### config.mk
export PLATFORM = sky130hd
export DESIGN_NAME = pi1_arbiter
export DESIGN_NICKNAME = d
export VERILOG_FILES = /design/src/rtl/pi1_arbiter.sv
export SDC_FILE = /design/constraint.sdc
export NUM_CORES = 1
export LEC_CHECK = 0
export CORE_AREA = 8 8 135 137
export DETAILED_ROUTE_END_ITERATION = 7
export DIE_AREA = 0 0 143 145
export PLACE_DENSITY_LB_ADDON = 0.1
export SLEW_MARGIN = 30
export SYNTH_ARGS = -nofsm -noshare
export SYNTH_HDL_FRONTEND = slang
export SYNTH_SLANG_ARGS = --single-unit
### constraint.sdc
create_clock -name clk_i -period 2.4 [get_ports clk_i]
set_input_delay 0.48 -clock clk_i [delete_from_list [all_inputs] [get_ports clk_i]]
set_output_delay 0.48 -clock clk_i [all_outputs]
set_load 0.005 [all_outputs]
### src/rtl/pi1_arbiter.sv
// pi1_arbiter
//   Round-robin arbiter sharing one pi1 slave port between MSTRCNT pi1
//   masters. Exactly one master's op/addr/data/sel is presented to the
//   slave each cycle. Read data and rdy are steered back only to the
//   master that owns the transaction.
//
// Ports
//   clk_i, rst_ni  clock (rising edge) / asynchronous active-low reset
//   m_op_i         per-master op (00 NOOP, 01 WR, 10 RD, 11 RW), master i
//                  in bits [2i+1:2i]
//   m_addr_i       per-master word address
//   m_data_i       per-master write data
//   m_sel_i        per-master byte select
//   m_data_o       per-master read data (zero unless a response is owned)
//   m_rdy_o        per-master ready
//   m_mapsz_o      slave map size, broadcast to all masters
//   s_op_o         op to slave
//   s_addr_o       address to slave
//   s_data_o       write data to slave
//   s_sel_o        byte select to slave
//   s_data_i       slave read data, valid the cycle after acceptance
//   s_rdy_i        slave ready
//   s_mapsz_i      slave map size
module pi1_arbiter #(
    parameter int unsigned MSTRCNT   = 2,
    parameter int unsigned ARCHBITSZ = 32,
    parameter int unsigned ADDRBITSZ = ARCHBITSZ - $clog2(ARCHBITSZ/8)
) (
    input  logic                                 clk_i,
    input  logic                                 rst_ni,
    input  logic [2*MSTRCNT-1:0]                 m_op_i,
    input  logic [ADDRBITSZ*MSTRCNT-1:0]         m_addr_i,
    input  logic [ARCHBITSZ*MSTRCNT-1:0]         m_data_i,
    input  logic [(ARCHBITSZ/8)*MSTRCNT-1:0]     m_sel_i,
    output logic [ARCHBITSZ*MSTRCNT-1:0]         m_data_o,
    output logic [MSTRCNT-1:0]                   m_rdy_o,
    output logic [ADDRBITSZ-1:0]                 m_mapsz_o,
    output logic [1:0]                           s_op_o,
    output logic [ADDRBITSZ-1:0]                 s_addr_o,
    output logic [ARCHBITSZ-1:0]                 s_data_o,
    output logic [ARCHBITSZ/8-1:0]               s_sel_o,
    input  logic [ARCHBITSZ-1:0]                 s_data_i,
    input  logic                                 s_rdy_i,
    input  logic [ADDRBITSZ-1:0]                 s_mapsz_i
);

    localparam int unsigned SELBITSZ = ARCHBITSZ/8;
    localparam int unsigned IDXW     = (MSTRCNT > 1) ? $clog2(MSTRCNT) : 1;

    typedef logic [IDXW-1:0] idx_t;

    idx_t ptr_q;    // round-robin start index
    idx_t hold_q;   // master presented last cycle
    idx_t owner_q;  // master owning the pending response
    logic rsp_q;    // response pending

    logic [MSTRCNT-1:0] req;
    logic               any_req;
    logic               found_hi;
    idx_t               pick_hi;
    idx_t               pick_lo;
    idx_t               pick;
    idx_t               cur;
    idx_t               ptr_nxt;
    logic [1:0]         cur_op;
    logic               cur_req;
    logic               accept;

    // Round-robin pick: the first requester at or above ptr_q wins; if none,
    // wrap around to the lowest-numbered requester.
    always_comb begin
        req      = '0;
        pick_hi  = '0;
        pick_lo  = '0;
        found_hi = 1'b0;
        any_req  = 1'b0;
        for (int unsigned i = 0; i < MSTRCNT; i++) begin
            req[i] = (m_op_i[2*i +: 2] != 2'b00);
            if (req[i] && !any_req) begin
                pick_lo = idx_t'(i);
                any_req = 1'b1;
            end
            if (req[i] && !found_hi && (idx_t'(i) >= ptr_q)) begin
                pick_hi  = idx_t'(i);
                found_hi = 1'b1;
            end
        end
        pick = found_hi ? pick_hi : pick_lo;
    end

    // Slave-side selection and response steering. Reset is folded in
    // combinationally so the slave sees NOOP from the moment rst_ni drops.
    always_comb begin
        if (!rst_ni)
            cur = '0;
        else if (s_rdy_i && any_req)
            cur = pick;
        else
            cur = hold_q;

        cur_op   = '0;
        s_addr_o = m_addr_i[0 +: ADDRBITSZ];
        s_data_o = m_data_i[0 +: ARCHBITSZ];
        s_sel_o  = m_sel_i[0 +: SELBITSZ];
        for (int unsigned i = 0; i < MSTRCNT; i++) begin
            if (idx_t'(i) == cur) begin
                cur_op   = m_op_i[2*i +: 2];
                s_addr_o = m_addr_i[i*ADDRBITSZ +: ADDRBITSZ];
                s_data_o = m_data_i[i*ARCHBITSZ +: ARCHBITSZ];
                s_sel_o  = m_sel_i[i*SELBITSZ +: SELBITSZ];
            end
        end

        cur_req = rst_ni && (cur_op != 2'b00);
        s_op_o  = cur_req ? cur_op : 2'b00;
        accept  = s_rdy_i && cur_req;
        ptr_nxt = (cur == idx_t'(MSTRCNT-1)) ? '0 : cur + 1'b1;

        m_rdy_o  = '0;
        m_data_o = '0;
        for (int unsigned i = 0; i < MSTRCNT; i++) begin
            m_rdy_o[i] = s_rdy_i && ((accept && (idx_t'(i) == cur)) ||
                                     (rsp_q && (idx_t'(i) == owner_q)));
            if (rsp_q && (idx_t'(i) == owner_q))
                m_data_o[i*ARCHBITSZ +: ARCHBITSZ] = s_data_i;
        end
    end

    assign m_mapsz_o = s_mapsz_i;

    always_ff @(posedge clk_i or negedge rst_ni) begin
        if (!rst_ni) begin
            ptr_q   <= '0;
            hold_q  <= '0;
            owner_q <= '0;
            rsp_q   <= 1'b0;
        end else begin
            hold_q <= cur;
            if (accept) begin
                ptr_q   <= ptr_nxt;
                owner_q <= cur;
                rsp_q   <= cur_op[1];  // RD and RW expect read data back
            end else if (s_rdy_i) begin
                rsp_q <= 1'b0;
            end
            // s_rdy_i low: a pending response and its owner are held
        end
    end

endmodule

==> results.md, run 1 <==
Outcome:
- The run finished, with violations left.
- The checks that failed: negative setup slack.

Die:
- Row generation in the floorplan step produced 47 rows.
- The initial utilization of the core area, before any placement, comes to 10.9%.
- The vertical die dimension is 145 um.
- The count of boundary I/O pins is 365.
- The die is 143 um wide.
- The floorplan step defined a core boundary enclosing 16200 um2.
- The die covers 20700 um2.

Drt:
- The total iterations of the first detailed-routing run is 6.
- The first-iteration detailed-routing DRC count is 66.
- The routed wire length is 13500 um.
- In the routed layout, each cell is associated on average with a via count of 3.67.
- The number of nets with antenna violations after routing is 0.
- The mean routed wirelength per cell is 18.7 um.
- The residual DRC count is 0.
- The routed via count is 2647.

Place:
- The weighted congestion reported at the end of routability-driven placement is 0.787.
- The post-placement cell count is 697.
- The count of buffers added on input and output ports is 304.
- The placed instance area is 4900 um2.
- The HPWL after detailed placement is 11300 um.

CTS:
- In this run the number of H-tree levels came out at 1.
- Clock-pin slew was measured on the worst setup and hold paths at 30 ps.
- The clock net in this run drives a total of 4 sinks.
- TritonCTS built the clock tree.
- The cell sitting at the root of the clock tree is a clkbuf_16.
- Clock latency on the worst-skew pair, taken at its later pin, is 230 ps.
- Clock tree synthesis inserted a total of 3 buffers.
- In this run, post-CTS hold repair placed 0 buffers.
- Counting along the longest clock path gives a buffer depth of 2.

Power:
- The power per cell area is 286 nW/um2.
- In this run the power spent charging and discharging nets is 0.000433 W.
- Registers are responsible for 5.5% of the overall power.
- The combinational cell fraction of total power is 77.5%.
- The analysis attributes to cell leakage a power of 2.53 nW.
- The cell internal power dissipation is 0.00111 W.
- The clock network fraction of total power is 17.0%.
- Net switching is 28.1% of the power.
- VDD sags by at most 169 uV.

Worst setup path:
- The signal arrival time at the worst endpoint is 1990 ps.
- The class of the most critical setup path is reg -> out.
- STA classifies the critical path startpoint as a flop.
- Setup slack on the worst reg-to-reg path comes out at 870 ps.
- In this run the worst path has a maximum fanout of 7.
- At the worst endpoint, the required time is 1920 ps.
- STA classifies the critical path endpoint as an output port.

Logic synthesis:
- The post-synthesis average cell area is 8.63 um2.
- The cell taking the most area after synthesis is mux2_2.
- The area share of the largest cell type after synthesis is 37.6%.
- When the netlist entered floorplanning its net count stood at 406.
- The warning count from the yosys run is 0.
- In the post-synthesis netlist, the biggest area contributors are mux2_2 (38%), buf_4 (15%), and2_1 (11%), and3_1 (11%), mux2_4 (5.9%).
- The sequential cell area fraction in the yosys report is 5.66%.
- Yosys mapped the design onto 25 distinct sky130hd cell types.
- Summing every instance area after synthesis gives 1770 um2.
- In the synthesized netlist, the number of instances is 205.
- The number of register bits inferred by synthesis is 4.

Finish:
- The footprint of the multi-input gates is 1510 um2.
- The net count reported at finish is 703.
- The area growth from synthesis to layout is 205%.
- Once layout is done, the placed cells without fillers occupy 5390 um2.
- The ratio of cells with drive above 1 in the final layout is 36.4%.
- The finished layout holds 721 standard cells, fillers aside.
- Summing all flip-flop and latch instances after layout gives 100 um2.
- The layout has 1651 filler cells.

Global route:
- After global routing the overflow that remains totals 0.
- The global routing usage summed across all routing layers is 12.4%.
- The via count of the first global-routing pass is 3045.
- The number of antenna violations at the first check in global routing is 1.
- The global-route wire length before repair is 19500 um.
- Entering global routing, the biggest net connects 35 pins.

Timing:
- For the pin with the worst max-slew slack, the measured transition is 287 ps.
- The total count of max-transition violations in the final report is 0.
- Timing would allow up to 0.405 GHz.
- The largest clock skew in the final design is 2.97 ps.
- Setup slack on the critical path of the routed design comes to -69.8 ps.
- Setup repair after global routing could not meet its margin everywhere.
- Setup violations remaining at the end of the flow were counted as 40.
- The count of final hold-check violations is 0.
- Dividing the final minimum period by the clock period gives 103%.
- The relative slew slack is 80.8%.
- The smallest clock period supported by the final layout is computed as 2470 ps.

Flow run:
- The max-capacitance violation count is 0.

Hold path:
- The type of the worst min-delay path is in -> async.
==> registers in the layout (all words and copies together) (netlist names) <==
| signal | count |
|---|---|
| rsp_q | 1 |
| ptr_q | 1 |
| owner_q | 1 |
| hold_q | 1 |
==> metrics by stage <==
step	total power (W)	util, %	setup slack (ps)	hold WS (ps)	setup TNS (ps)
6_report	0.00154	33.3	-69.8	400	-1720
5_1_grt	0.00164	33.3	-122	423	-4270
4_1_cts	0.00154	32.8	-154	397	-4360
3_5_place_dp	0.00113	30.3	-730	513	-44700
3_3_place_gp	0.00114	30.3	-746	488	-45430
2_1_floorplan	0.000461	-	237	184	0
==> final timing paths <==
check / from / endpoint / cells past startpoint
setup / recovery: ptr_q / s_addr_o[3] / 8
hold / removal: rst_ni / hold_q / 2
setup reg to reg: ptr_q / owner_q / 7
hold reg to reg: ptr_q / ptr_q / 1
max in group asynchronous: rst_ni / rsp_q / 2
min in group clk_i: ptr_q / ptr_q / 1
==> worst max-delay path, stage by stage (launching register included) <==
cell,delay [ps]
dfrtp_1,390
o21ba_4,240
a2bb2oi_2,150
nand2b_4,160
buf_12,130
buf_8,120
buf_16,140
mux2_4,310
buf_6,120
==> cell usage in the layout, fill, tap and decap left out, types with 2 or more instances in the layout <==
cell type	Yosys	layout
buf_8	1	3
clkdlybuf4s50_1	0	228
o21ai_0	4	4
clkdlybuf4s15_2	0	2
and2_1	32	32
nand2_1	2	2
mux2_4	7	54
buf_16	0	4
dlygate4sd2_1	0	2
mux2_2	59	12
inv_1	2	2
buf_12	0	5
and3_1	32	32
dfrtp_1	4	4
nor2_1	2	2
nor2b_1	2	2
buf_6	2	48
clkbuf_16	0	3
dlymetal6s2s_1	0	2
buf_2	0	25
buf_4	35	20
==> cell type report <==
type | instances | share of cell area (%)
Sequential cell | 4 | 1.86
Inverter | 2 | 0.139
Antenna cell | 1 | 0.0464
Clock buffer | 3 | 1.39
Timing Repair Buffer | 339 | 63.4
Tap cell | 220 | 5.10
Multi-Input combinational cell | 152 | 28.1
==> synthesized netlist by cell type (all sizes together) <==
cell     instances
o22ai            1
a2bb2oi          1
buf             38
o21ai            6
nand2b           1
dfrtp            4
o21ba            1
clkbuf           9
nor2b            2
nand2            2
and2            32
inv              2
o21a             1
mux2i            2
nand3            1
and3            32
mux2            66
nor2             2
o211ai           1
o221a            1
==> layer usage <==
metal  vias up  share of wire [%]  track usage (%)
li1       1289                  -                -
met1      1194                 34             11.7
met2       148                 56             24.9
met3        16                9.2             3.81
met4         0                1.1             2.55
met5         -                  0                0
==> power groups by stage <==
| stage | clock, W | sequential [W] | combinational (W) |
|---|---|---|---|
| after global placement | 0 | 0.0000854 | 0.00105 |
| after floorplan | 0 | 0.0000871 | 0.000374 |
| final | 0.000262 | 0.0000852 | 0.00120 |
| after detailed placement | 0 | 0.0000853 | 0.00105 |
| after global routing | 0.000274 | 0.0000863 | 0.00128 |
| after CTS | 0.000267 | 0.0000853 | 0.00119 |
==> repair_timing <==
item | in CTS | in global routing
endpoints found under the setup margin | 70 | 63
resized for setup | 363 | 41
buffers inserted | 18 | 3
cloned | 7 | 0
pin swaps | 3 | 1
==> cell families (layout without fill, tap and decap cells) <==
kind of cell / count (synthesis) / after routing / share of synthesized area [%]
compound gates: 12 / 12 / 5.16
buf+inv: 49 / 344 / 19.3
flops: 4 / 4 / 5.66
mux: 68 / 68 / 44.6
other cells: 0 / 1 / 0
simple gates: 72 / 72 / 25.2
No activity file was read; power rests on OpenSTA's default activity.
==> run 2: changes to the inputs <==
--- a/config.mk
+++ b/config.mk
@@ -5,6 +5,7 @@
 export SDC_FILE = /design/constraint.sdc
 export NUM_CORES = 1
 export LEC_CHECK = 0
+export ABC_AREA = 1
 export CORE_AREA = 8 8 135 137
 export DETAILED_ROUTE_END_ITERATION = 7
 export DIE_AREA = 0 0 143 145
==> run 2 against run 1 <==
Net effect: the flow now finishes without violations; area after synthesis shrank 0.50%; cell count rose by 30%; setup slack improved by 130 ps; core utilization grew 0.054 points; clock skew fell by 1.1 ps; combinational power shrank 6%; sequential share of layout area barely moved; non-clock buffer count increased by 33; wire length is 9.1% higher; global-route usage increased by 0.59 points; critical endpoint is now owner_q; largest cell class unchanged; highest routed layer unchanged.
==> results.md, run 2 <==
Timing:
- The count of final hold-check violations came to 0.
- Setup violations remaining at the end of the flow were counted as 0.
- The total count of max-transition violations in the final report is 0.
- Setup repair after global routing could not meet its margin everywhere.
- The largest clock skew in the final design is 1.90 ps.
- The final period utilization is 97.5%.
- The relative slew slack is 78.0%.
- The maximum achievable frequency is 0.427 GHz.
- The pin slew with the least headroom to its limit is 330 ps.
- Subtracting the final worst setup slack from the clock period gives 2340 ps.
- After routing, the total negative slack on setup checks comes to 0 ps.

Worst setup path:
- The kind of cell with the highest combined delay along the critical path is buffers and inverters.
- The top fanout value on the critical path is 5.
- The startpoint type of the worst setup path is an input pin.
- The cell with the most instances on the worst path is buf_4.
- In this run the register-to-register setup slack is 130 ps.
- The element type at the critical path end is a flop.
- For this run, the slowest stage of the critical path takes 160 ps.
- Data on the critical path arrives at its endpoint at 2500 ps.
- The critical path contains buffers and inverters numbering 10 combined.
- The required time at the endpoint of the critical path is 2560 ps.
- The slowest library cell on the worst path is buf_4.
- The signal on the critical path passes through buf_4, nor2_4, nor2_2, nand2_2, nand3_4, buf_12, buf_4, nand2_2, nand2_2, nand2_4, nand4_1, buf_4, buf_4, buf_4, buf_4, buf_4, buf_4, buf_4, nand2_2.
- The critical path is of the in -> reg type.

Die:
- The count of boundary I/O pins is 365.
- The core region area is 16200 um2.
- The floorplan step set the die height to 145 um.
- The total die area is 20700 um2.
- Row generation in the floorplan step produced 47 rows.
- The die is 143 um wide.
- The initial core utilization is 10.9%.

Finish:
- The multi-input combinational cells in the finished layout cover a total of 1180 um2.
- The most common cell after layout, fill and taps aside is clkdlybuf4s50_1.
- The ratio of cells with drive above 1 in the final layout is 18.4%.
- The sequential cell area is 100 um2.
- The fraction of the core area covered by cells at the end of the flow is 33.4%.
- Relative to the synthesized area, the layout overhead comes to 207%.
- The total inserted antenna cells is 0.
- At the end of the flow, the number of nets in the layout was 921.
- The library cells used most frequently in the layout, excluding fill and tap cells, are clkdlybuf4s50_1 (228), nand2_1 (210), nor2_1 (68).
- The fill cell instance count of the final layout is 1724.
- After routing the design area is 5400 um2.

Logic synthesis:
- The number of different library cells used by synthesis comes to 14.
- The most repeated cell in the gate-level netlist after synthesis is nand2_1.
- Synthesis handed over a netlist of 395 instances.
- The post-synthesis average cell area is 4.46 um2.
- After synthesis, the share of flip-flops with an asynchronous set or reset is 100%.
- The mapped netlist covers 1760 um2.
- The synthesized design devotes to its leading area cell type 45.8% of total area.
- Sorting the synthesized cells by area gives the leading types as nand2_1 (46%), buf_4 (15%), nor2_1 (15%), inv_1 (8.5%), dfrtp_1 (5.7%).
- The synthesized design spends more area on one cell type than any other, namely nand2_1.
- Sorting the synthesized cells by how often they occur yields nand2_1 (215), nor2_1 (70), inv_1 (40).
- During synthesis, Yosys emitted a total of 0 warnings.
- Synthesis inferred 4 register bits.
- The post-synth net total is 596.
- The flip-flop cell with the highest count after synthesis is dfrtp_1.
- After synthesis, flip-flops and latches occupy 5.69% of the total area.
- The count of flip-flops with a built-in enable after synthesis is 0.

CTS:
- The later-pin clock latency in the skew report is 220 ps.
- The CTS H-tree depth is 1.
- The buffer type at the clock tree root is clkbuf_16.
- The clock sink total is 4.
- The clock buffer count from CTS is 3.
- The number of buffers on the longest clock path is 2.
- The hold-fix buffer count after cts is 0.
- TritonCTS built the clock tree.
- After clock tree synthesis, the clock-pin slew on the worst setup and hold paths is 30 ps.

Drt:
- Before antenna repair, the detailed router went through 4 iterations.
- The final route contains 3439 vias.
- The first-iteration detailed-routing DRC count is 68.
- In this run the remaining antenna-violating nets after routing total 0.
- After detailed routing, the number of vias per cell comes to 3.67.
- After detailed routing, the number of remaining DRC violations is 0.
- Summed over all layers, the routed wires come to 14700 um.
- The mean routed wirelength per cell is 15.6 um.

Power:
- Summing internal, switching and leakage power gives 0.00147 W.
- The worst ir drop on vdd is 235 uV.
- Cell internal power was estimated by the tool at 0.000991 W.
- Power spread over the standard cell area amounts to 272 nW/um2.
- In this run switching power makes up 32.6% of total power.
- The clock network fraction of total power is 17.2%.
- The analysis attributes to cell leakage a power of 2.76 nW.
- The sequential group share of total power is 5.8%.
- The total net switching power is 0.000479 W.
- The combinational cell fraction of total power is 77.0%.

Outcome:
- The flow ran to the end, and the final reports show no timing, DRC or antenna violations.

Place:
- Routability-driven placement finished with a final weighted congestion of 0.787.
- Port buffering added 304 buffers.
- The HPWL after detailed placement is 11400 um.
- The placed instance area is 4880 um2.

Global route:
- The first global-routing pass estimated 21000 um of wire.
- The global-route track usage on met2 is 26.4%.
- The largest net degree at the start of global routing is 33.
- Global routing used 6.04% of the available met3 tracks.
- The layer flagged by global routing as most heavily used is met2.
- After global routing the overflow that remains totals 0.
- The number of antenna violations at the first check in global routing was 0.
- The global routing usage summed across all routing layers is 13.0%.
- The via count of the first global-routing pass came to 3559.
- The fraction of met1 tracks used by global routing is 11.3%.

Hold path:
- In this run the worst hold path is classified as in -> async.

Flow run:
- The max-capacitance violation count is 0.
-- run 2: per-stage QoR --
stage | setup slack [ps] | hold WS, ps | cells
floorplan | 557 | 184 | 395
global placement | -526 | 513 | 885
detailed placement | -553 | 521 | 885
CTS | 22.8 | 381 | 933
global route | -26.1 | 395 | 938
finish | 60.1 | 383 | 938
-- run 2: repair_timing --
item | CTS | global route
pin swaps | 9 | 6
hold endpoints to repair | 0 | 0
cloned | 6 | 0
resized for setup | 210 | 35
setup buffers | 41 | 6
setup endpoints to repair | 70 | 12
-- run 2: cell families after synthesis --
| logic type | share of synthesized area, % |
|---|---|
| flip-flops | 5.69 |
| buffers and inverters | 29.3 |
| AND/OR/NAND/NOR | 64.7 |
| AO/OA/AOI/OAI | 0.284 |
-- run 2: power by group through the flow --
stage	registers [W]	clock network (W)	logic (W)
2_1_floorplan	0.0000828	0	0.000340
3_3_place_gp	0.0000861	0	0.00103
3_5_place_dp	0.0000863	0	0.00103
4_1_cts	0.0000857	0.000259	0.00115
5_1_grt	0.0000873	0.000269	0.00124
6_report	0.0000854	0.000253	0.00113
-- run 2: routing by layer --
metal | up-vias | routed length, um
met5 | - | 0
met1 | 1447 | 4660
li1 | 1759 | -
met4 | 0 | 82
met3 | 4 | 2110
met2 | 229 | 7820
-- run 2: final timing paths --
check	startpoint	endpoint	cells past startpoint
worst min register to register	ptr_q	ptr_q	2
max in group asynchronous	rst_ni	ptr_q	2
worst min-delay path	rst_ni	hold_q	2
worst max register to register	ptr_q	owner_q	17
worst max-delay path	m_op_i[1]	owner_q	19
min in group clk_i	ptr_q	ptr_q	2
-- run 2: worst reg2reg max path, cell delays in order (launching register included) --
cell	delay, ps
dfrtp_1	370
o21ai_1	90
nand2_2	100
nand3_4	100
buf_12	140
buf_4	140
nand2_2	50
nand2_2	70
nand2_4	90
nand4_1	110
buf_4	160
buf_4	120
buf_4	120
buf_4	120
buf_4	120
buf_4	120
buf_4	120
nand2_2	50
-- run 2: layout make-up --
cell class	instances	share of cell area, %
well taps	220	5.10
flip-flops and latches	4	1.85
clock buffers	3	1.39
repair buffers	372	66.6
multi-input cells	297	21.8
inverters	42	3.22
